$ cat src/rtl/seven_seg_pkg.sv
// Shared 7-segment definitions: active-high a..g glyph table, blank code and
// the readback checker state type. Also used by the display encoder.
package seven_seg_pkg;

    localparam int SEG_W      = 7;
    localparam int NUM_GLYPHS = 16;

    // Bit 6 = segment a ... bit 0 = segment g, 1 = segment lit.
    localparam logic [SEG_W-1:0] SEG_PATTERN [0:NUM_GLYPHS-1] = '{
        7'h7E, 7'h30, 7'h6D, 7'h79, 7'h33, 7'h5B, 7'h5F, 7'h70,
        7'h7F, 7'h7B, 7'h77, 7'h1F, 7'h4E, 7'h3D, 7'h4F, 7'h47
    };

    localparam logic [SEG_W-1:0] SEG_BLANK = 7'h00;

    typedef enum logic [1:0] {
        IDLE   = 2'd0,   // blank pattern locked
        SETTLE = 2'd1,   // waiting for the pattern to stay put
        LOCKED = 2'd2    // valid digit or undecodable pattern locked
    } seg_state_e;

endpackage

$ cat src/rtl/seg_pattern_decode.sv
// Combinational glyph decoder: active-high a..g pattern to hex value.
// hit is set only for one of the 16 table glyphs; the blank code is
// reported separately and is not a hit.
module seg_pattern_decode
    import seven_seg_pkg::*;
(
    input  logic [6:0] pattern,
    output logic       hit,
    output logic       is_blank,
    output logic [3:0] value
);

    // Table lookup; anything outside the 16 glyphs leaves hit low.
    always_comb begin
        hit      = 1'b0;
        value    = 4'h0;
        is_blank = (pattern == SEG_BLANK);
        case (pattern)
            SEG_PATTERN[0]:  begin hit = 1'b1; value = 4'h0; end
            SEG_PATTERN[1]:  begin hit = 1'b1; value = 4'h1; end
            SEG_PATTERN[2]:  begin hit = 1'b1; value = 4'h2; end
            SEG_PATTERN[3]:  begin hit = 1'b1; value = 4'h3; end
            SEG_PATTERN[4]:  begin hit = 1'b1; value = 4'h4; end
            SEG_PATTERN[5]:  begin hit = 1'b1; value = 4'h5; end
            SEG_PATTERN[6]:  begin hit = 1'b1; value = 4'h6; end
            SEG_PATTERN[7]:  begin hit = 1'b1; value = 4'h7; end
            SEG_PATTERN[8]:  begin hit = 1'b1; value = 4'h8; end
            SEG_PATTERN[9]:  begin hit = 1'b1; value = 4'h9; end
            SEG_PATTERN[10]: begin hit = 1'b1; value = 4'hA; end
            SEG_PATTERN[11]: begin hit = 1'b1; value = 4'hB; end
            SEG_PATTERN[12]: begin hit = 1'b1; value = 4'hC; end
            SEG_PATTERN[13]: begin hit = 1'b1; value = 4'hD; end
            SEG_PATTERN[14]: begin hit = 1'b1; value = 4'hE; end
            SEG_PATTERN[15]: begin hit = 1'b1; value = 4'hF; end
            default:         begin hit = 1'b0; value = 4'h0; end
        endcase
    end

endmodule

$ cat src/rtl/seven_segment_to_binary.sv
// Readback checker for the active-low 7-segment display bus. Synchronises
// the bus, waits for the pattern to hold for STABLE_CYCLES+1 samples, then
// reports the decoded hex digit, a blank display or an undecodable pattern.
module seven_segment_to_binary
    import seven_seg_pkg::*;
#(
    parameter int STABLE_CYCLES = 4
) (
    input  logic       clk,
    input  logic       rst_n,
    input  logic [6:0] seg_n,
    output logic [3:0] binary_out,
    output logic       digit_valid,
    output logic       new_digit,
    output logic       blank,
    output logic       pattern_error
);

    localparam int             CNT_W    = $clog2(STABLE_CYCLES + 1);
    localparam logic [CNT_W-1:0] CNT_LAST = CNT_W'(STABLE_CYCLES - 1);

    logic [6:0]       sync1_q, sync1_d;
    logic [6:0]       sync2_q, sync2_d;
    logic [6:0]       candidate_q, candidate_d;
    logic [CNT_W-1:0] cnt_q, cnt_d;
    seg_state_e       state_q, state_d;
    logic [3:0]       binary_out_q, binary_out_d;
    logic             digit_valid_q, digit_valid_d;
    logic             new_digit_q, new_digit_d;
    logic             blank_q, blank_d;
    logic             pattern_error_q, pattern_error_d;

    logic [6:0]       sample_s;
    logic             dec_hit_s;
    logic             dec_blank_s;
    logic [3:0]       dec_value_s;

    // Active-high view of the synchronised bus.
    assign sample_s = ~sync2_q;

    // Lock decisions are made on the candidate, which equals the sample
    // whenever a lock can happen.
    seg_pattern_decode u_decode (
        .pattern  (candidate_q),
        .hit      (dec_hit_s),
        .is_blank (dec_blank_s),
        .value    (dec_value_s)
    );

    // Next-state: synchroniser shift, stability counting and lock decode.
    always_comb begin
        sync1_d         = seg_n;
        sync2_d         = sync1_q;
        candidate_d     = candidate_q;
        cnt_d           = cnt_q;
        state_d         = state_q;
        binary_out_d    = binary_out_q;
        digit_valid_d   = digit_valid_q;
        new_digit_d     = 1'b0;
        blank_d         = blank_q;
        pattern_error_d = pattern_error_q;

        if (sample_s != candidate_q) begin
            // Any change restarts settling; the last digit is kept on binary_out.
            candidate_d     = sample_s;
            cnt_d           = '0;
            state_d         = SETTLE;
            digit_valid_d   = 1'b0;
            blank_d         = 1'b0;
            pattern_error_d = 1'b0;
        end else begin
            case (state_q)
                SETTLE: begin
                    if (cnt_q == CNT_LAST) begin
                        if (dec_hit_s) begin
                            binary_out_d  = dec_value_s;
                            digit_valid_d = 1'b1;
                            new_digit_d   = 1'b1;
                            state_d       = LOCKED;
                        end else if (dec_blank_s) begin
                            blank_d = 1'b1;
                            state_d = IDLE;
                        end else begin
                            pattern_error_d = 1'b1;
                            state_d         = LOCKED;
                        end
                    end else begin
                        cnt_d = cnt_q + CNT_W'(1);
                    end
                end
                IDLE, LOCKED: begin
                    // Stable and already reported: everything holds.
                    state_d = state_q;
                end
                default: begin
                    // Unreachable encoding: re-qualify the current pattern.
                    state_d         = SETTLE;
                    cnt_d           = '0;
                    digit_valid_d   = 1'b0;
                    blank_d         = 1'b0;
                    pattern_error_d = 1'b0;
                end
            endcase
        end
    end

    // State and output registers with asynchronous active-low reset.
    always_ff @(posedge clk or negedge rst_n) begin
        if (!rst_n) begin
            sync1_q         <= 7'h7F;
            sync2_q         <= 7'h7F;
            candidate_q     <= SEG_BLANK;
            cnt_q           <= '0;
            state_q         <= IDLE;
            binary_out_q    <= 4'h0;
            digit_valid_q   <= 1'b0;
            new_digit_q     <= 1'b0;
            blank_q         <= 1'b1;
            pattern_error_q <= 1'b0;
        end else begin
            sync1_q         <= sync1_d;
            sync2_q         <= sync2_d;
            candidate_q     <= candidate_d;
            cnt_q           <= cnt_d;
            state_q         <= state_d;
            binary_out_q    <= binary_out_d;
            digit_valid_q   <= digit_valid_d;
            new_digit_q     <= new_digit_d;
            blank_q         <= blank_d;
            pattern_error_q <= pattern_error_d;
        end
    end

    assign binary_out    = binary_out_q;
    assign digit_valid   = digit_valid_q;
    assign new_digit     = new_digit_q;
    assign blank         = blank_q;
    assign pattern_error = pattern_error_q;

endmodule

$ cat config.mk
export PLATFORM = sky130hd
export DESIGN_NAME = seven_segment_to_binary
export DESIGN_NICKNAME = d
export VERILOG_FILES = /design/src/rtl/seven_seg_pkg.sv /design/src/rtl/seg_pattern_decode.sv /design/src/rtl/seven_segment_to_binary.sv
export SDC_FILE = /design/constraint.sdc
export NUM_CORES = 1
export LEC_CHECK = 0
export ABC_AREA = 1
export CORE_UTILIZATION = 43
export CTS_CLUSTER_DIAMETER = 40
export DETAILED_ROUTE_END_ITERATION = 10
export SYNTH_ARGS = -nofsm -noshare
export SYNTH_HDL_FRONTEND = slang
export SYNTH_SLANG_ARGS = --single-unit
$ cat constraint.sdc
create_clock -name clk -period 1.7 [get_ports clk]
set_input_delay 0.255 -clock clk [delete_from_list [all_inputs] [get_ports clk]]
set_output_delay 0.255 -clock clk [all_outputs]
set_load 0.02 [all_outputs]
==> results.sh, run 1 <==
export IMPL_dp_cells=248
export IMPL_cts_made_buffers=5
export IMPL_rows=21
export IMPL_ys_warn_count=0
export IMPL_post_place_ws_ps=61.0
export IMPL_die_area_um2=4020
export IMPL_hold_viol_final=0
export IMPL_root_buffer="clkbuf_8"
export IMPL_min_path_cells=0
export IMPL_gp_congestion=0.822
export IMPL_grt_overflow_total=0
export IMPL_yosysTopAreaCell="dfrtp_1"
export IMPL_hold_buffers=0
export IMPL_worstPathArrival_ps=1390
export IMPL_clockBufferDepth=2
export IMPL_setup_tns_ps=0
export IMPL_grt_max_degree=35
export IMPL_cts_resized=0
export IMPL_synth_top_family_by_area="simple AND/OR/NAND/NOR gates"
export IMPL_grt_use_total=0.151
export IMPL_synth_compound_area_frac=0.0448
export IMPL_postSynthCellCount=188
export IMPL_clk_pin_slew_ps=70
export IMPL_rrSetupSlack_ps=120
export IMPL_synthFlopType="dfrtp_1"
export IMPL_crit_path_end_kind="output pin"
export IMPL_setup_ws_ps=54.1
export IMPL_period_needed_ps=1650
export IMPL_grt_pass1_wl_um=4700
export IMPL_first_pass_iters=4
export IMPL_yosys_top_cells_area="dfrtp_1, dfstp_2, nand2_1"
export IMPL_clock_sinks=34
export IMPL_viasPerCell=4.82
export IMPL_cts_setup_buffers=0
export IMPL_synth_xor_area_frac=0.00541
export IMPL_r2r_end="binary_out[2]"
export IMPL_max_freq_ghz=0.608
export IMPL_grt_setup_unrepaired="no"
export IMPL_vias=1235
export IMPL_reg2reg_depth=11
export IMPL_cts_tree="built"
export IMPL_holdCritPathClass="flop to flop"
export IMPL_worstHoldEndpoint="sync2_q[4]"
export IMPL_drc=0
export IMPL_cp_top_family="buffers and inverters"
export IMPL_synth_top_area_share=0.293
export IMPL_met3_usage=0.0435
export IMPL_yosys_area_share_simple=0.314
export IMPL_p_leak_nw=0.936
export IMPL_met1_usage=0.182
export IMPL_critPathSlowestCell="clkdlybuf4s50_1"
export IMPL_required_ps=1440
export IMPL_nNetsFinal=220
export IMPL_slowest_delay_ps=590
export IMPL_use_met2=0.253
export IMPL_outcome="completed"
export IMPL_drive_gt1_frac=0.238
export IMPL_antenna_cells=0
export IMPL_avgSynthCellArea_um2=8.62
export IMPL_async_reset_ff_frac=1.00
export IMPL_post_drt_wl_per_cell_um=10.3
export IMPL_setup_viol=0
export IMPL_max_slew_margin=0.734
export IMPL_regToRegStartpoint="candidate_q[3]"
export IMPL_clock_latency_ps=280
export IMPL_fin_crit_sh=0.968
export IMPL_fp_dieW_um=63.4
export IMPL_synth_enable_flop_cells=0
export IMPL_ys_ff_latch=34
export IMPL_criticalPathCategory="flop to output pin"
export IMPL_slew_viol_final=0
export IMPL_worst_clock_skew_ps=6.83
export IMPL_synth_fa_ha_area_frac=0.0154
export IMPL_final_util=0.554
export IMPL_antenna_found_initial=0
export IMPL_initial_core_util=0.467
export IMPL_htreeDepth=2
export IMPL_syn_nets=199
export IMPL_synth_common_cells="nand2_1, nor2_1, inv_1"
export IMPL_synth_most_common_cell="nand2_1"
export IMPL_core_area_um2=3470
export IMPL_drt_total_wl_um=2650
export IMPL_fillCellCount=338
export IMPL_hp_start="sync1_q[4]"
export IMPL_irDropWorstVdd_v=0.000525
export IMPL_fin_cells=256
export IMPL_cp_start_kind="flop"
export IMPL_worstPathMaxFanout=2
export IMPL_power_per_cell_area_nw_per_um2=842
export IMPL_cp_num_buf_inv=1
export IMPL_maxCapViolCount=0
export IMPL_fin_total_pwr_mw=1.62
export IMPL_final_antenna_net_count=0
export IMPL_grt_pass1_vias=1149
export IMPL_top_level_ports=17
export IMPL_port_buffers=16
export IMPL_yosysUniqueCellTypes=28
export IMPL_synthMuxAreaShare=0
export IMPL_area_delta_synth_final_pct=18.6
export IMPL_netlist_area_um2=1620
export IMPL_dp_hpwl_um=2030
export IMPL_worstPathCellList="clkdlybuf4s50_1"
export IMPL_worst_slew_pin_slew_ps=399
export IMPL_fp_dieH_um=63.4
export IMPL_drt_iter0_markers=93
export IMPL_busiest_layer="met2"
export IMPL_ys_seq_area_frac=0.537
## worst max path at each step
stage	from	endpoint	slack, ps	cells after the start
6_report	blank	blank	50	1
5_1_grt	candidate_q[1]	binary_out[2]	2	12
4_1_cts	candidate_q[5]	binary_out[2]	40	13
3_5_place_dp	candidate_q[5]	binary_out[2]	60	13
3_3_place_gp	candidate_q[5]	binary_out[2]	110	13
2_1_floorplan	sync2_q[3]	binary_out[2]	240	9
## cells by family after synthesis
family | after synthesis
simple gates | 108
fa+ha+maj | 2
flops | 34
xor+xnor | 1
compound gates | 12
buf+inv | 31
## state kept, by name, indices dropped and copies added (netlist names)
name           count
candidate_q        7
sync1_q            7
sync2_q            7
binary_out         4
cnt_q              3
state_q            2
blank              1
digit_valid        1
new_digit          1
pattern_error      1
## worst reg2reg max path: stages (launching register included)
cell and delay [ps]:
dfrtp_1 400, inv_1 100, nor2_1 210, nand2_1 90, nor2_1 130, nor2_2 60
nand2_1 100, nor2_2 50, nand2_2 80, nand2_4 90, o21ai_2 110, inv_1 40
## cells in the final DEF, fill, tap and decap left out, types with 3 or more instances in the layout
cell             netlist  final
nor2_1                35     33
dfrtp_1               19     15
nand4_1                6      6
clkbuf_8               0      6
nor2_4                 2      3
nor2_2                 5      6
o21ai_1                3      3
dfstp_2               15     15
nand2_2                3      3
inv_1                 23     23
clkdlybuf4s50_1        0     16
nand2_1               41     41
inv_2                  4      4
dfrtp_2                0      4
nand3_1                9      9
## power by group
group	switching, mW	internal [mW]	total, mW
combinational	0.0812	0.0542	0.135
clock	0.263	0.326	0.589
sequential	0.0330	0.861	0.894
total	0.377	1.24	1.62
## through the flow
stage | hold WS [ps] | instance area, um2
2_1_floorplan | -40.6 | 1620
3_3_place_gp | 346 | 1820
3_5_place_dp | 348 | 1820
4_1_cts | 352 | 1910
5_1_grt | 360 | 1920
6_report | 348 | 1920
## per-layer routing
layer,vias to the layer above,routed length (um)
li1,628,-
met2,28,1290
met1,573,1210
met4,0,43
met3,6,97
met5,-,0
## final cells by class
class | count | area, um2 | share of cell area
Clock buffer | 7 | 86.3 | 0.0449
Sequential cell | 34 | 875 | 0.455
Clock inverter | 1 | 5.00 | 0.00260
Tap cell | 46 | 57.6 | 0.0299
Inverter | 28 | 106 | 0.0553
Multi-Input combinational cell | 123 | 624 | 0.325
Timing Repair Buffer | 17 | 168 | 0.0872
(Power assumes the default switching activity.)
==> inputs of run 2 (changes only) <==
--- a/config.mk
+++ b/config.mk
@@ -6,6 +6,7 @@
 export NUM_CORES = 1
 export LEC_CHECK = 0
 export ABC_AREA = 1
+export CORE_MARGIN = 2
 export CORE_UTILIZATION = 43
 export CTS_CLUSTER_DIAMETER = 40
 export DETAILED_ROUTE_END_ITERATION = 10
==> constraint.sdc (replaced) <==
create_clock -name clk -period 1.7 [get_ports clk]
set_input_delay 0.425 -clock clk [delete_from_list [all_inputs] [get_ports clk]]
set_output_delay 0.425 -clock clk [all_outputs]
set_load 0.02 [all_outputs]
==> run 2 against run 1 <==
  * First-iteration DRC count decreased by 7.5%
  * Critical path depth unchanged
  * Worst setup slack lost 8.5 ps
  * Largest power group unchanged
  * Utilization shrank 1.0 points
  * Global-route usage increased by 0.52 points
  * Critical path type unchanged
  * Total power is 1.8% higher
  * Die area grew 6.4%
  * Via count grew 0.57%
  * Routed wire length rose by 5.9%
  * Sequential cell count is the same
==> results.sh, run 2 (synthesized netlist as in run 1, its figures left out) <==
export IMPL_crit_path_end_kind="output pin"
export IMPL_cts_made_buffers=5
export IMPL_max_freq_ghz=0.604
export IMPL_worstPathArrival_ps=1230
export IMPL_reg2reg_depth=9
export IMPL_fp_dieH_um=65.4
export IMPL_port_buffers=16
export IMPL_nNetsFinal=222
export IMPL_post_drt_wl_per_cell_um=10.8
export IMPL_top_level_ports=17
export IMPL_final_area_um2=1980
export IMPL_worst_clock_skew_ps=2.45
export IMPL_rrSetupSlack_ps=90
export IMPL_cts_tree="built"
export IMPL_max_slew_margin=0.768
export IMPL_setup_viol=0
export IMPL_worstPathCellList="clkdlybuf4s50_1"
export IMPL_grt_setup_unrepaired="yes"
export IMPL_hold_viol_final=0
export IMPL_outcome="completed"
export IMPL_antenna_cells=0
export IMPL_grt_pass1_vias=1201
export IMPL_area_delta_synth_final_pct=22.0
export IMPL_drc=0
export IMPL_final_cell_mix="nand2_1, nor2_1, inv_1"
export IMPL_setup_ws_ps=45.6
export IMPL_first_pass_iters=4
export IMPL_fillCellCount=345
export IMPL_hp_start="sync1_q[4]"
export IMPL_reg_top3="candidate_q: 7 flops, sync1_q: 7 flops, sync2_q: 7 flops"
export IMPL_fin_cells=260
export IMPL_grt_use_total=0.156
export IMPL_core_area_um2=3630
export IMPL_required_ps=1270
export IMPL_final_antenna_net_count=0
export IMPL_drt_total_wl_um=2810
export IMPL_clockBufferDepth=2
export IMPL_period_needed_ps=1650
export IMPL_post_place_ws_ps=102
export IMPL_grt_pass1_wl_um=4970
export IMPL_worstHoldEndpoint="sync2_q[4]"
export IMPL_final_util=0.544
export IMPL_cp_top_family="buffers and inverters"
export IMPL_criticalPathCategory="flop to output pin"
export IMPL_vias=1242
export IMPL_antenna_found_initial=0
export IMPL_dp_cells=250
export IMPL_critPathSlowestCell="clkdlybuf4s50_1"
export IMPL_htreeDepth=2
export IMPL_initial_core_util=0.446
export IMPL_layout_commonest_cell="nand2_1"
export IMPL_p_leak_nw=1.05
export IMPL_cp_start_kind="flop"
export IMPL_power_per_cell_area_nw_per_um2=833
export IMPL_min_path_cells=0
export IMPL_irDropWorstVdd_v=0.000581
export IMPL_viasPerCell=4.78
export IMPL_drt_iter0_markers=86
export IMPL_placed_area_um2=1830
export IMPL_holdCritPathClass="flop to flop"
export IMPL_clock_latency_ps=290
export IMPL_holdWs_ps=354
export IMPL_clk_pin_slew_ps=70
export IMPL_regToRegStartpoint="sync2_q[1]"
export IMPL_grt_overflow_total=0
export IMPL_root_buffer="clkbuf_8"
export IMPL_cp_num_buf_inv=1
export IMPL_dp_hpwl_um=2130
export IMPL_rows=22
export IMPL_grt_max_degree=35
export IMPL_slew_viol_final=0
export IMPL_worstPathMaxFanout=2
export IMPL_worst_slew_pin_slew_ps=346
export IMPL_gp_congestion=0.872
export IMPL_maxCapViolCount=0
export IMPL_drive_gt1_frac=0.274
export IMPL_clock_sinks=34
export IMPL_slowest_delay_ps=600
export IMPL_fin_crit_sh=0.973
export IMPL_r2r_end="binary_out[2]"
export IMPL_die_area_um2=4280
export IMPL_fp_dieW_um=65.4
-- run 2: cell types whose count changed in the layout (fill, tap and decap cells not counted), sizes merged --
cell           delta
dlygate4sd2       +1
clkdlybuf4s50     -6
dlymetal6s2s      +5
buf               +2
-- run 2: layout make-up --
class	instances	area, um2	share of cell area
clock buffer	7	86.3	0.0437
clock inverter	1	5.00	0.00253
inverter	28	106	0.0538
multi-input combinational	123	638	0.323
sequential	34	875	0.442
tap	48	60.1	0.0304
timing repair buffer	19	206	0.104
-- run 2: how the worst max path moves through the flow --
stage	from	end	slack (ps)	cells after the start
after floorplan	sync2_q[3]	binary_out[2]	240	9
after global placement	candidate_q[5]	binary_out[2]	100	13
after detailed placement	candidate_q[5]	state_q[1]	100	9
after CTS	binary_out[0]	binary_out[0]	10	1
after global routing	sync2_q[1]	binary_out[1]	-20	9
final	binary_out[2]	binary_out[2]	50	1
-- run 2: layer usage --
metal  global-route usage  vias up  share of wire
li1                     -      630              -
met1                0.182      573           0.42
met2                0.258       33           0.50
met3               0.0514        6          0.050
met4               0.0781        0          0.023
met5                    0        -              0
-- run 2: metrics by stage --
| step | TNS [ps] | power (mW) |
|---|---|---|
| 2_1_floorplan | 0 | 0.990 |
| 3_3_place_gp | 0 | 1.04 |
| 3_5_place_dp | 0 | 1.05 |
| 4_1_cts | 0 | 1.66 |
| 5_1_grt | -57.5 | 1.73 |
| 6_report | 0 | 1.65 |
-- run 2: where the power goes --
| group | internal [mW] | switching, mW | total (mW) | leakage (nW) |
|---|---|---|---|---|
| clock network | 0.326 | 0.280 | 0.606 | 0.0482 |
| logic | 0.0613 | 0.0864 | 0.148 | 0.601 |
| registers | 0.861 | 0.0332 | 0.894 | 0.397 |
-- run 2: timing repair --
item                                    4_1_cts  5_1_grt
pin swaps                                     0        1
gates resized for setup                       1       18
setup buffers                                 0        2
hold buffers                                  0        0
endpoints found under the setup margin        1       15
